===== config.mk =====
export PLATFORM = sky130hd
export DESIGN_NAME = idct_macu_flat
export DESIGN_NICKNAME = d
export VERILOG_FILES = /design/src/rtl/idct_macu_if.sv /design/src/rtl/idct_macu.sv /design/src/flat_wrapper.sv
export SDC_FILE = /design/constraint.sdc
export NUM_CORES = 1
export LEC_CHECK = 0
export BUFFER_PORTS_ARGS = -buffer_cell sky130_fd_sc_hd__buf_2
export CAP_MARGIN = 20
export CORE_MARGIN = 10
export CORE_UTILIZATION = 45
export DETAILED_ROUTE_END_ITERATION = 12
export PLACE_DENSITY = 0.64
export RECOVER_POWER = 50
export SYNTH_ARGS = -nofsm -noshare
export SYNTH_HDL_FRONTEND = slang
export SYNTH_SLANG_ARGS = --single-unit

===== constraint.sdc =====
create_clock -name clk -period 5.5 [get_ports clk]
set_input_delay 0.55 -clock clk [delete_from_list [all_inputs] [get_ports clk]]
set_output_delay 0.55 -clock clk [all_outputs]
set_load 0.005 [all_outputs]

===== src/rtl/idct_macu_if.sv =====
// Stream bundle for idct_macu: coefficient/constant pairs in, spatial samples out.
//   in_valid/in_ready/din/coef   : input pair handshake
//   out_valid/out_ready/dout     : output sample handshake
// master = producer/consumer side, slave = the MAC unit.
interface idct_macu_if #(
  parameter int unsigned DIN_W  = 12,
  parameter int unsigned COEF_W = 16,
  parameter int unsigned DOUT_W = 9
);
  logic                     in_valid;
  logic                     in_ready;
  logic signed [DIN_W-1:0]  din;
  logic signed [COEF_W-1:0] coef;
  logic                     out_valid;
  logic                     out_ready;
  logic signed [DOUT_W-1:0] dout;

  modport master (
    output in_valid, din, coef, out_ready,
    input  in_ready, out_valid, dout
  );

  modport slave (
    input  in_valid, din, coef, out_ready,
    output in_ready, out_valid, dout
  );
endinterface


===== src/rtl/idct_macu.sv =====
// idct_macu: inverse-DCT multiply-accumulate unit.
// Accumulates TAPS products din*coef (coef in Q(FRAC)), rounds half-up,
// range-limits to DOUT_W bits and presents one sample per TAPS accepted pairs.
// Ports:
//   clk    : rising-edge clock
//   rst_n  : asynchronous active-low reset
//   bus    : idct_macu_if.slave (in_valid/in_ready/din/coef, out_valid/out_ready/dout)
// Optional feature macro: IDCT_MACU_SAT_EN
//   defined   -> rounded value clamped to the signed DOUT_W range
//   undefined -> rounded value wraps to its low DOUT_W bits
// in_ready is combinational from out_ready by design.
module idct_macu #(
  parameter int unsigned DIN_W  = 12,
  parameter int unsigned COEF_W = 16,
  parameter int unsigned FRAC   = 14,
  parameter int unsigned TAPS   = 8,
  parameter int unsigned DOUT_W = 9
) (
  input  logic        clk,
  input  logic        rst_n,
  idct_macu_if.slave  bus
);

  localparam int unsigned PROD_W = DIN_W + COEF_W;
  localparam int unsigned CNT_W  = $clog2(TAPS);
  localparam int unsigned ACC_W  = PROD_W + CNT_W;

  localparam logic signed [ACC_W-1:0] HALF =
    {{(ACC_W-FRAC){1'b0}}, 1'b1, {(FRAC-1){1'b0}}};
  localparam logic [CNT_W-1:0] LAST_TAP = CNT_W'(TAPS - 1);

  logic signed [PROD_W-1:0] mult_res;
  logic                     mult_vld;
  logic                     mult_last;
  logic [CNT_W-1:0]         tap_cnt;
  logic signed [ACC_W-1:0]  acc;
  logic                     out_valid_q;
  logic signed [DOUT_W-1:0] dout_q;

  logic                     stall;
  logic                     accept;
  logic                     retire;
  logic signed [ACC_W-1:0]  sum;
  logic signed [ACC_W-1:0]  rounded;
  logic signed [DOUT_W-1:0] dout_next;

  // Only a last term meeting an unconsumed sample blocks the pipe.
  assign stall  = mult_vld && mult_last && out_valid_q && !bus.out_ready;
  assign accept = bus.in_valid && !stall;
  assign retire = mult_vld && mult_last && !stall;

  assign bus.in_ready  = !stall;
  assign bus.out_valid = out_valid_q;
  assign bus.dout      = dout_q;

  // Final sum, round-half-up and range limit.
  always_comb begin
    sum     = acc + ACC_W'(mult_res);
    rounded = (sum + HALF) >>> FRAC;
`ifdef IDCT_MACU_SAT_EN
    begin
      logic signed [ACC_W-1:0] out_max;
      logic signed [ACC_W-1:0] out_min;
      out_max = {{(ACC_W-DOUT_W+1){1'b0}}, {(DOUT_W-1){1'b1}}};
      out_min = {{(ACC_W-DOUT_W+1){1'b1}}, {(DOUT_W-1){1'b0}}};
      if (rounded > out_max) begin
        dout_next = DOUT_W'(out_max);
      end else if (rounded < out_min) begin
        dout_next = DOUT_W'(out_min);
      end else begin
        dout_next = DOUT_W'(rounded);
      end
    end
`else
    dout_next = rounded[DOUT_W-1:0];
`endif
  end

`ifndef IDCT_MACU_SAT_EN
  // Upper rounded bits are intentionally dropped when wrapping.
  logic unused_rounded_hi;
  assign unused_rounded_hi = ^rounded[ACC_W-1:DOUT_W];
`endif

  // Stage 1: product register and tap counter.
  always_ff @(posedge clk or negedge rst_n) begin
    if (!rst_n) begin
      mult_res  <= '0;
      mult_vld  <= 1'b0;
      mult_last <= 1'b0;
      tap_cnt   <= '0;
    end else if (!stall) begin
      if (accept) begin
        mult_res  <= PROD_W'(bus.din) * PROD_W'(bus.coef);
        mult_vld  <= 1'b1;
        mult_last <= (tap_cnt == LAST_TAP);
        tap_cnt   <= tap_cnt + CNT_W'(1);
      end else begin
        mult_vld  <= 1'b0;
        mult_last <= 1'b0;
      end
    end
  end

  // Stage 2: accumulator, cleared as the last term retires.
  always_ff @(posedge clk or negedge rst_n) begin
    if (!rst_n) begin
      acc <= '0;
    end else if (mult_vld && !stall) begin
      if (mult_last) begin
        acc <= '0;
      end else begin
        acc <= sum;
      end
    end
  end

  // Output register: a retiring sample overrides a same-cycle consume.
  always_ff @(posedge clk or negedge rst_n) begin
    if (!rst_n) begin
      out_valid_q <= 1'b0;
      dout_q      <= '0;
    end else if (retire) begin
      out_valid_q <= 1'b1;
      dout_q      <= dout_next;
    end else if (out_valid_q && bus.out_ready) begin
      out_valid_q <= 1'b0;
    end
  end

endmodule


===== src/flat_wrapper.sv =====
// flat-port wrapper written by rule: the top's interface ports become plain ports
module idct_macu_flat 
#(
  parameter int unsigned DIN_W  = 12,
  parameter int unsigned COEF_W = 16,
  parameter int unsigned FRAC   = 14,
  parameter int unsigned TAPS   = 8,
  parameter int unsigned DOUT_W = 9
)
  (clk, rst_n, bus_in_valid, bus_din, bus_coef, bus_out_ready, bus_in_ready, bus_out_valid, bus_dout);
  idct_macu_if #(.DIN_W(DIN_W), .COEF_W(COEF_W), .DOUT_W(DOUT_W)) bus_i ();
  input  logic clk;
  input  logic rst_n;
  input wire logic [$bits(bus_i.in_valid)-1:0] bus_in_valid;
  input wire logic [$bits(bus_i.din)-1:0] bus_din;
  input wire logic [$bits(bus_i.coef)-1:0] bus_coef;
  input wire logic [$bits(bus_i.out_ready)-1:0] bus_out_ready;
  output wire logic [$bits(bus_i.in_ready)-1:0] bus_in_ready;
  output wire logic [$bits(bus_i.out_valid)-1:0] bus_out_valid;
  output wire logic [$bits(bus_i.dout)-1:0] bus_dout;
  assign bus_i.in_valid = bus_in_valid;
  assign bus_i.din = bus_din;
  assign bus_i.coef = bus_coef;
  assign bus_i.out_ready = bus_out_ready;
  assign bus_in_ready = bus_i.in_ready;
  assign bus_out_valid = bus_i.out_valid;
  assign bus_dout = bus_i.dout;
  idct_macu #(.DIN_W(DIN_W), .COEF_W(COEF_W), .FRAC(FRAC), .TAPS(TAPS), .DOUT_W(DOUT_W)) u_core (.clk(clk), .rst_n(rst_n), .bus(bus_i));
endmodule

# After elaboration in Yosys (flattened, before gate mapping)
# Index checks and enable logic that the tools add are counted.
# W data, S select, Z words.
# classes
mux,5
n_eq_ne,1
mul,1
addsub,3
reduce_logical,11
n_bitwise,1
# ops
operator,n
$add A31 B28 Y31,1
$mux W31,1
$mul A12 B16 Y28,1
$add A23 B15 Y23 const B,1
$logic_and A1 B1 Y1,7
$mux W1,4
$add A3 B1 Y3 const B,1
$eq A3 B3 Y1 const B,1
$logic_not A1 Y1,2
$reduce_and A2 Y1,1
$reduce_bool A2 Y1,1
$not A1 Y1,1
# word_totals
reg_bits,74
elab_cells,29
in_bits,32
output_inout_bits,11

# Longest topological paths before layout
# Gate-level depths: netlist (run 1).
# logic_depth
depth_word,6
depth_mapped,22
depth_no_buf,21

# Least setup slack after synthesis (run 1)
# No wires, ideal clock.
# synth_timing
path_kind,input to register
start,input port bus_din[5]
end,register u_core.mult_res[19]
n_path_buf,1
cell_stages,20
slack_ps,137
t_required_ps,5431
setup_time_ps,69
arrival_time_ps,5295
path_cell_list,clkbuf_1 nand2_1 fa_1 inv_1 ha_1 fa_1 inv_1 fa_1 fa_1 inv_1 ha_1 nor2b_1 o21ai_0 a21oi_1 o21a_1 o21ai_1 a211oi_1 o311a_1 or4_1 nand3_1
# synth_between
elab_chain_len,1
# synth_lines
element,line,text
from (decl),flat_wrapper.sv:15,input wire logic [$bits(bus_i.din)-1:0] bus_din;
$mul A12 B16 Y28,idct_macu.sv:94,mult_res <= PROD_W'(bus.din) * PROD_W'(bus.coef);
to (signal assigned),idct_macu.sv:94,
to (decl),idct_macu.sv:32,logic signed [PROD_W-1:0] mult_res;
# No other way between the ends.
# A chain may end at the register's enable or synchronous reset.

# Worst setup path after layout (run 1)
# layout_timing
start,input port bus_din[2]
end,register u_core.mult_res[19]
# The elaborated chain is that of the path after synthesis.

==> results.json, run 1 <==
{
  "status": "finished, violations left",
  "violations": "capacitance limit, slew limit",
  "max_freq_mhz": 192,
  "tightest_slew_ns": 3.38,
  "clkLatencyLatePin_ns": 0.34,
  "fin_crit_ns": 5.22,
  "final-hold-violation-count": 0,
  "ys_seq_area_share_pct": 16.0,
  "met1Wirelength_mm": 9.24,
  "synth_most_common_cell": "inv_1",
  "cts_tree": "done",
  "drtAntennaViolNets": 0,
  "syn_avg_cell_area_um2": 9.02,
  "finalSetupViolCount": 0,
  "routed_wl_mm": 20.8,
  "synth_ff_type": "dfrtp_1",
  "cts_max_level": 3,
  "grt_util_all_layers_pct": 15.7,
  "drive_above_1_share_pct": 12.6,
  "synth_edf_count": 0,
  "hold-path-endpoint": "u_core.mult_vld$_DFFE_PN0N_",
  "p_leak_uw": 0.00525,
  "finalSetupTns_ns": 0,
  "grt_max_degree": 62,
  "hold_slack_ns": 0.471,
  "drc": 0,
  "r2r_start": "u_core.mult_res[0]$_DFFE_PN0P_",
  "drt_iter0_drc": 373,
  "ir_drop_mv": 0.471,
  "synth.area.top_cells": "fa_1 31%, dfrtp_1 16%, ha_1 10%",
  "finalCritPeriodShare_pct": 94.9,
  "synth_top_cell_area_share_pct": 30.6,
  "grt-ovfl-total": 0,
  "synthCells": 1059,
  "nets": 1383,
  "top_layer": "met4",
  "holdBufCountCts": 0,
  "synth_area_leader_cell": "fa_1",
  "drv_slew": 62,
  "clkTransAtPathRegs_ns": 0.05,
  "place.gp.congestion": 0.850,
  "clk_path_buf_depth": 2,
  "drv_cap": 1,
  "portBuffers": 42,
  "firstDrtPassIters": 5,
  "ios": 43,
  "worst_setup_path_end_kind": "register",
  "via_per_inst": 5.11,
  "clock_skew_ns": 0.00735,
  "coreArea_mm2": 0.0210,
  "antenna_found_initial": 0,
  "timing.rr.end": "u_core.bus.dout[8]$_DFFE_PN0P_",
  "dieArea_mm2": 0.0274,
  "cts_setup_buffers": 0,
  "ys_ff_latch": 61,
  "start_util_pct": 45.6,
  "min_path_type": "input port to register",
  "syn_nets": 1315,
  "dr_wl_met3_um": 730,
  "ys_warn_count": 0,
  "hold_start": "bus_in_valid",
  "async_reset_ff_share_pct": 100,
  "rsz0062_at_grt": "no",
  "arrival_ns": 5.48,
  "p_per_area_mw_per_mm2": 674,
  "hold_depth": 2,
  "dieWidth_um": 166,
  "grt_pass1_vias": 7563,
  "required_ns": 5.77,
  "cts-root-buf": "clkbuf_16",
  "die_h_um": 166,
  "synth.distinct_cells": 65,
  "netlist_top_cells_count": "200 x inv_1, 146 x fa_1, 146 x nand2_1, 78 x ha_1, 69 x and2_1",
  "cts-resized-gates": 0,
  "relSlewSlack_pct": -126,
  "rows": 53,
  "grt_pass1_wl_mm": 36.5,
  "reg2regPathDepth": 11,
  "n_antenna_cell": 0,
  "crit_fanout": 4,
  "dr_wl_met2_mm": 10.4,
  "wl_per_cell_um": 14.8,
  "dr_total_vias": 7196,
  "cp-start-kind": "input port",
  "layout-area-overhead-vs-synth_pct": 11.8,
  "rrSetupSlack_ns": 2.11,
  "cts_sinks": 61,
  "path_class": "input port to register",
  "syn_area_mm2": 0.00955,
  "cts_made_buffers": 9,
  "hpwl_mm": 17.6
}
[logic make-up after synthesis]
logic type | synth area share, %
muxes | 1.40
xor gates and xnor gates | 5.29
AOI/OAI and AO/OA | 9.93
adders and majority gates | 40.8
and+or+nand+nor | 17.0
buffers and inverters | 9.51
DFF | 16.0
[layer usage]
layer	vias to the layer above	global-route usage, %
li1	3475	-
met1	3566	20.2
met2	128	26.6
met3	27	2.41
met4	0	4.78
met5	-	0
[worst max-delay path by stage]
| stage | slack (ns) | start | cells past startpoint | to |
|---|---|---|---|---|
| after floorplan | 0.14 | bus_din[5] | 20 | u_core.mult_res[19]$_DFFE_PN0P_ |
| after global placement | -0.02 | bus_din[2] | 19 | u_core.mult_res[19]$_DFFE_PN0P_ |
| after detailed placement | -0.06 | bus_din[2] | 22 | u_core.mult_res[22]$_DFFE_PN0P_ |
| after CTS | 0.28 | bus_coef[3] | 23 | u_core.mult_res[17]$_DFFE_PN0P_ |
| after global routing | 0.005 | bus_din[2] | 22 | u_core.mult_res[22]$_DFFE_PN0P_ |
| final | 0.28 | bus_din[2] | 19 | u_core.mult_res[19]$_DFFE_PN0P_ |
[layout by cell type (no fill, tap or decap), drive strengths merged, types with 2 or more instances in the layout]
| cell type | instances |
|---|---|
| a211oi | 12 |
| a21o | 10 |
| a21oi | 29 |
| a22o | 16 |
| and2 | 69 |
| and4 | 2 |
| buf | 95 |
| clkbuf | 12 |
| clkinv | 4 |
| clkinvlp | 2 |
| dfrtp | 61 |
| fa | 146 |
| ha | 78 |
| inv | 202 |
| mux2 | 11 |
| nand2 | 146 |
| nand2b | 9 |
| nand3 | 15 |
| nand3b | 2 |
| nand4 | 9 |
| nor2 | 46 |
| nor2b | 4 |
| nor3 | 7 |
| nor3b | 5 |
| nor4 | 2 |
| nor4b | 2 |
| o2111ai | 2 |
| o211ai | 7 |
| o21a | 4 |
| o21ai | 34 |
| o21bai | 2 |
| o311ai | 3 |
| o31ai | 6 |
| o41ai | 4 |
| or2 | 2 |
| or3 | 4 |
| xnor2 | 34 |
| xor2 | 22 |
[layout make-up]
class | count | area [um^2]
Timing Repair Buffer | 98 | 657
Clock inverter | 7 | 51.3
Fill cell | 2026 | 10300
Clock buffer | 9 | 225
Tap cell | 275 | 344
Sequential cell | 61 | 1530
Inverter | 201 | 754
Multi-Input combinational cell | 756 | 7120
[sequential cells by signal, summed over array words and instances (netlist names)]
signal	count
u_core.bus.out_valid	1
u_core.bus.dout	9
u_core.tap_cnt	3
u_core.mult_res	23
u_core.mult_last	1
u_core.mult_vld	1
u_core.acc	23
[metrics by stage]
step                      instance area, um^2  std cells  setup slack (ns)  util [%]  total power [uW]
after floorplan                          9550       1059             0.137         -              5330
final                                   10700       1407             0.283      51.0              7200
after detailed placement                10400       1389           -0.0574      49.5              6700
after global placement                  10400       1389           -0.0193      49.5              6610
after CTS                               10700       1405             0.282      50.9              7280
after global routing                    10700       1407           0.00546      51.0              8090
[power by group]
| part | switching, uW | total (uW) | internal [uW] |
|---|---|---|---|
| clock | 215 | 520 | 306 |
| combinational | 3270 | 5850 | 2580 |
| sequential | 144 | 831 | 687 |
| total | 3620 | 7200 | 3570 |
[critical path, cell delays in order]
cell and delay (ns):
buf_2 0.12, and2_1 0.17, fa_1 0.47, ha_1 0.33, fa_1 0.53, inv_1 0.05
fa_1 0.46, fa_1 0.54, inv_1 0.04, ha_1 0.29, nor2b_1 0.13, o21ai_0 0.19
a21oi_1 0.12, o21a_1 0.20, o21ai_1 0.21, a211oi_2 0.14, o311a_1 0.36, or4_1 0.48
nand3_1 0.09
(Power assumes the default switching activity.)
==> inputs of run 2 (changes only) <==
--- a/config.mk
+++ b/config.mk
@@ -5,6 +5,7 @@
 export SDC_FILE = /design/constraint.sdc
 export NUM_CORES = 1
 export LEC_CHECK = 0
+export ABC_AREA = 1
 export BUFFER_PORTS_ARGS = -buffer_cell sky130_fd_sc_hd__buf_2
 export CAP_MARGIN = 20
 export CORE_MARGIN = 10
==> results.json, run 2 <==
{
  "status": "finished, violations left",
  "violations": "capacitance limit, slew limit",
  "rrSetupSlack_ns": 2.93,
  "rows": 55,
  "drt_iter0_drc": 543,
  "tightest_slew_ns": 3.25,
  "synth_adder_area_share_pct": 38.2,
  "hold_start": "bus_in_valid",
  "ys_ff_latch": 61,
  "holdBufCountCts": 0,
  "fin_area_mm2": 0.0110,
  "drc": 0,
  "ys_seq_area_share_pct": 15.0,
  "cts_max_level": 3,
  "max_freq_mhz": 197,
  "worst_setup_path_end_kind": "register",
  "p_per_area_mw_per_mm2": 659,
  "drive_above_1_share_pct": 8.42,
  "wl_per_cell_um": 13.6,
  "finalCritPeriodShare_pct": 92.3,
  "die_h_um": 171,
  "place.gp.congestion": 0.886,
  "dr_total_vias": 8254,
  "clk_path_buf_depth": 2,
  "timing.rr.end": "u_core.bus.dout[6]$_DFFE_PN0P_",
  "final_cell_mix": "432 x nand2_1, 338 x inv_1, 146 x fa_1",
  "reg2regPathDepth": 14,
  "synth_top_family_by_area": "adder cells",
  "clkLatencyLatePin_ns": 0.34,
  "cts_tree": "done",
  "async_reset_ff_share_pct": 100,
  "clock_skew_ns": 0.00709,
  "drv_cap": 1,
  "grt_max_degree": 62,
  "nets": 1676,
  "grt_pass1_wl_mm": 41.0,
  "cts-resized-gates": 0,
  "synthCells": 1400,
  "fill_cells": 2307,
  "final-hold-violation-count": 0,
  "required_ns": 5.72,
  "dieArea_mm2": 0.0291,
  "hold-path-endpoint": "u_core.mult_last$_DFFE_PN0N_",
  "portBuffers": 42,
  "netlist_top_cells_count": "432 x nand2_1, 338 x inv_1, 146 x fa_1, 78 x ha_1, 64 x nor2_1",
  "hpwl_mm": 19.4,
  "ys_warn_count": 0,
  "rsz0062_at_grt": "no",
  "ir_drop_mv": 0.404,
  "start_util_pct": 45.5,
  "r2r_start": "u_core.acc[0]$_DFFE_PN0P_",
  "synth_ff_type": "dfrtp_1",
  "routed_wl_mm": 23.3,
  "clkTransAtPathRegs_ns": 0.06,
  "syn_avg_cell_area_um2": 7.28,
  "grt-ovfl-total": 0,
  "finalSetupViolCount": 0,
  "cts_made_buffers": 9,
  "place_area_mm2": 0.0107,
  "synth.distinct_cells": 36,
  "grt_pass1_vias": 8773,
  "synth_top_cell_area_share_pct": 28.7,
  "layout_commonest_cell": "nand2_1",
  "path_class": "input port to register",
  "n_antenna_cell": 0,
  "p_leak_uw": 0.00630,
  "yosys.area_share.xor_xnor_pct": 2.49,
  "synth-simple-area-share_pct": 24.3,
  "antenna_found_initial": 0,
  "syn_area_mm2": 0.0102,
  "fin_crit_ns": 5.08,
  "cts_setup_buffers": 0,
  "min_path_type": "input port to register",
  "synth_edf_count": 0,
  "via_per_inst": 4.83,
  "drv_slew": 62,
  "relSlewSlack_pct": -117,
  "drtAntennaViolNets": 0,
  "finalSetupTns_ns": 0,
  "hold_depth": 3,
  "layout-area-overhead-vs-synth_pct": 7.72,
  "cts-root-buf": "clkbuf_16",
  "synth.area.top_cells": "fa_1 29%, nand2_1 16%, dfrtp_1 15%",
  "grt_util_all_layers_pct": 17.1,
  "synth_compound_area_share_pct": 5.47,
  "cts_sinks": 61,
  "firstDrtPassIters": 5,
  "arrival_ns": 5.30,
  "coreArea_mm2": 0.0224,
  "synthMuxAreaShare_pct": 0,
  "crit_fanout": 7,
  "synth_area_leader_cell": "fa_1",
  "synth_most_common_cell": "nand2_1",
  "cp-start-kind": "input port",
  "dieWidth_um": 171,
  "ios": 43,
  "syn_nets": 1656
}
-- run 2: cell count changes in the layout (fill, tap and decap cells not counted), moves of 11 or more --
cell,change
and2_1,-69
nor2_1,+19
mux2_2,-11
o21ai_0,+11
inv_1,+138
xnor2_1,-18
buf_4,-43
nand2_1,+286
a22o_1,-12
nand3_1,+24
nand2_2,+12
-- run 2: worst max-delay path, stage by stage --
cell and delay [ns]:
buf_2 0.07, inv_1 0.10, or2_2 0.31, fa_1 0.51
fa_1 0.55, inv_1 0.05, fa_1 0.50, fa_1 0.56
inv_1 0.06, fa_1 0.53, inv_1 0.04, ha_1 0.34
a21oi_1 0.20, o21ai_0 0.15, nand2_1 0.12, nand3_1 0.10
nand3_1 0.08, nand2_1 0.07, or2_2 0.28, nand3_1 0.07
nand2_1 0.05
-- run 2: power by group --
| group | switching (uW) | total, uW | internal (uW) |
|---|---|---|---|
| Combinational | 3620 | 5860 | 2240 |
| Sequential | 138 | 813 | 675 |
| Clock | 217 | 568 | 352 |
| Total | 3970 | 7240 | 3270 |
-- run 2: how the worst max path moves through the flow --
stage,cells after the start,start,slack (ns),end
final,21,bus_din[11],0.42,u_core.mult_res[18]$_DFFE_PN0P_
after global routing,21,bus_din[11],0.06,u_core.mult_res[18]$_DFFE_PN0P_
after CTS,23,bus_din[11],0.39,u_core.mult_res[22]$_DFFE_PN0P_
after detailed placement,23,bus_din[11],0.02,u_core.mult_res[22]$_DFFE_PN0P_
after global placement,23,bus_din[11],0.06,u_core.mult_res[22]$_DFFE_PN0P_
after floorplan,20,bus_din[7],0.24,u_core.mult_res[18]$_DFFE_PN0P_
-- run 2: layout make-up --
cell class / count / area [um^2] / area share (%)
clock buffer: 9 / 225 / 2.05
clock inverter: 7 / 76.3 / 0.695
inverter: 349 / 1310 / 11.9
multi-input combinational: 946 / 7190 / 65.5
sequential: 61 / 1530 / 13.9
tap: 285 / 357 / 3.25
timing repair buffer: 53 / 297 / 2.70
-- run 2: stage by stage --
stage / setup slack [ns] / cells / power [uW] / hold WS, ns / util (%)
2_1_floorplan: 0.240 / 1400 / 5430 / 0.254 / -
3_3_place_gp: 0.0563 / 1693 / 6600 / 0.451 / 47.6
3_5_place_dp: 0.0193 / 1693 / 6700 / 0.455 / 47.6
4_1_cts: 0.392 / 1709 / 7300 / 0.411 / 48.9
5_1_grt: 0.0635 / 1710 / 8310 / 0.456 / 49.0
6_report: 0.425 / 1710 / 7240 / 0.438 / 49.0
-- run 2: routing by layer --
layer  routed length, um  global-route usage [%]  vias up  share of wire [%]
met5                   0                       0        -                  0
met4                 357                    4.61        0                1.5
met3                 807                    1.71       22                3.5
met2               11100                    29.4      159                 48
met1               11000                    22.5     3915                 47
li1                    -                       -     4158                  -
-- run 2: cell families (layout without fill, tap and decap cells) --
family | after synthesis | count (layout)
xor+xnor | 29 | 29
buf+inv | 393 | 418
simple gates | 594 | 594
flops | 61 | 61
compound gates | 99 | 99
fa+ha+maj | 224 | 224
==> inputs of run 3 (changes only) <==
--- a/config.mk
+++ b/config.mk
@@ -6,12 +6,12 @@
 export NUM_CORES = 1
 export LEC_CHECK = 0
 export ABC_AREA = 1
-export BUFFER_PORTS_ARGS = -buffer_cell sky130_fd_sc_hd__buf_2
 export CAP_MARGIN = 20
 export CORE_MARGIN = 10
 export CORE_UTILIZATION = 45
 export DETAILED_ROUTE_END_ITERATION = 12
-export PLACE_DENSITY = 0.64
+export DONT_BUFFER_PORTS = 1
+export PLACE_DENSITY = 0.63
 export RECOVER_POWER = 50
 export SYNTH_ARGS = -nofsm -noshare
 export SYNTH_HDL_FRONTEND = slang
==> results.json, run 3 (synthesis gave the netlist of run 2 again) <==
{
  "grt_pass1_wl_mm": 41.1,
  "finalCritPeriodShare_pct": 89.7,
  "hold_depth": 2,
  "place.gp.congestion": 0.937,
  "hpwl_mm": 19.6,
  "clkLatencyLatePin_ns": 0.34,
  "internal_power_uw": 3230,
  "cp-start-kind": "input port",
  "cts_made_buffers": 9,
  "cts_sinks": 61,
  "cts_setup_buffers": 0,
  "clk_path_buf_depth": 2,
  "grt_max_degree": 62,
  "start_util_pct": 45.5,
  "cts_max_level": 3,
  "grt_pass1_vias": 8541,
  "final_util_pct": 47.8,
  "path_class": "input port to register",
  "n_antenna_cell": 0,
  "firstDrtPassIters": 4,
  "layout-area-overhead-vs-synth_pct": 5.17,
  "grt_util_all_layers_pct": 17.3,
  "power_frac_seq_pct": 11.5,
  "cp_common_cell": "fa_1",
  "path_cells": "inv_1 > buf_4 > nor2_1 > fa_1 > fa_1 > fa_1 > fa_1 > inv_1 > fa_1 > inv_1 > ha_1 > a21oi_1 > a21boi_0 > nand3_1 > nand3_1 > nand2_1 > or2_2 > nand3_1 > nand2_1",
  "rrSetupSlack_ns": 2.89,
  "final-hold-violation-count": 0,
  "rsz0062_at_grt": "no",
  "p_per_area_mw_per_mm2": 668,
  "layout_commonest_cell": "nand2_1",
  "violations": "capacitance limit, slew limit",
  "p_sw_share_pct": 54.9,
  "min_path_type": "input port to register",
  "worst_setup_path_end_kind": "register",
  "drive_above_1_share_pct": 5.30,
  "tightest_slew_ns": 3.27,
  "timing.rr.end": "u_core.bus.dout[8]$_DFFE_PN0P_",
  "drtAntennaViolNets": 0,
  "cts_tree": "done",
  "coreArea_mm2": 0.0224,
  "clock_skew_ns": 0.00649,
  "portBuffers": 0,
  "cts-root-buf": "clkbuf_16",
  "reg2regPathDepth": 14,
  "layout.cells.non_filler": 1662,
  "p_leak_uw": 0.00610,
  "nets": 1628,
  "antenna_found_initial": 0,
  "final_cell_mix": "432 x nand2_1, 338 x inv_1, 146 x fa_1",
  "slowest_stage": "fa_1",
  "status": "finished, violations left",
  "rows": 55,
  "hold-path-endpoint": "u_core.mult_last$_DFFE_PN0N_",
  "crit_fanout": 12,
  "wl_per_cell_um": 14.1,
  "max_freq_mhz": 203,
  "finalSetupViolCount": 0,
  "drc": 0,
  "power_frac_comb_pct": 80.5,
  "drt_iter0_drc": 506,
  "arrival_ns": 5.15,
  "switching_power_uw": 3930,
  "clkTransAtPathRegs_ns": 0.06,
  "dp.cells": 1645,
  "r2r_start": "u_core.acc[0]$_DFFE_PN0P_",
  "cts-resized-gates": 0,
  "relSlewSlack_pct": -118,
  "fin_crit_ns": 4.93,
  "dr_total_vias": 8071,
  "via_per_inst": 4.86,
  "required_ns": 5.72,
  "drv_slew": 62,
  "die_h_um": 171,
  "ios": 43,
  "finalSetupTns_ns": 0,
  "dieWidth_um": 171,
  "power_frac_clock_pct": 8.0,
  "holdBufCountCts": 1,
  "drv_cap": 1,
  "dieArea_mm2": 0.0291,
  "grt-ovfl-total": 0,
  "hold_start": "bus_in_valid",
  "routed_wl_mm": 23.5,
  "ir_drop_mv": 0.285,
  "cpPeakStageDelay_ns": 0.54
}
-- run 3: changes by cell type in the layout (fill, tap and decap cells not counted), sizes merged --
cell      before  now
clkinvlp       2    3
clkbuf        10   11
buf           52    4
clkinv         5    3
-- run 3: layer usage --
metal	track usage, %	up-vias	share of wire, %
met1	22.1	3845	45
met5	0	-	0
met3	3.39	24	5.6
li1	-	4060	-
met2	29.5	142	48
met4	4.23	0	1.4
-- run 3: power groups by stage --
stage | Combinational (uW) | Sequential, uW | Clock (uW)
2_1_floorplan | 4660 | 775 | 0
5_1_grt | 6810 | 848 | 602
4_1_cts | 5850 | 827 | 584
3_5_place_dp | 5810 | 832 | 0
6_report | 5770 | 823 | 571
3_3_place_gp | 5780 | 826 | 0
-- run 3: area by class of cell --
cell class / count / area, um^2
Tap cell: 285 / 357
Multi-Input combinational cell: 946 / 7200
Sequential cell: 61 / 1530
Clock inverter: 6 / 62.6
Timing Repair Buffer: 5 / 33.8
Fill cell: 2304 / 11700
Inverter: 349 / 1310
Clock buffer: 10 / 239
-- run 3: how the worst max path moves through the flow --
stage | from | endpoint | slack, ns | cells past startpoint
final | bus_din[11] | u_core.mult_res[18]$_DFFE_PN0P_ | 0.57 | 19
after global routing | bus_din[11] | u_core.mult_res[18]$_DFFE_PN0P_ | 0.24 | 19
after CTS | bus_din[11] | u_core.mult_res[18]$_DFFE_PN0P_ | 0.56 | 19
after detailed placement | bus_din[11] | u_core.mult_res[18]$_DFFE_PN0P_ | 0.20 | 19
after global placement | bus_din[11] | u_core.mult_res[18]$_DFFE_PN0P_ | 0.27 | 19
after floorplan | bus_din[7] | u_core.mult_res[18]$_DFFE_PN0P_ | 0.24 | 20
-- run 3: critical path: cells and delay by family --
| family | cells | cell delay [ns] |
|---|---|---|
| buf+inv | 4 | 0.36 |
| compound gates | 2 | 0.49 |
| simple gates | 7 | 0.79 |
| fa+ha+maj | 6 | 2.97 |
-- run 3: per-stage QoR --
stage | total power [uW] | worst slack [ns] | instance area [um^2] | hold slack [ns]
after floorplan | 5430 | 0.240 | 10200 | 0.254
after CTS | 7260 | 0.557 | 10700 | 0.0966
after detailed placement | 6640 | 0.201 | 10400 | 0.258
after global placement | 6610 | 0.271 | 10400 | 0.257
final | 7160 | 0.569 | 10700 | 0.340
after global routing | 8260 | 0.240 | 10700 | 0.351
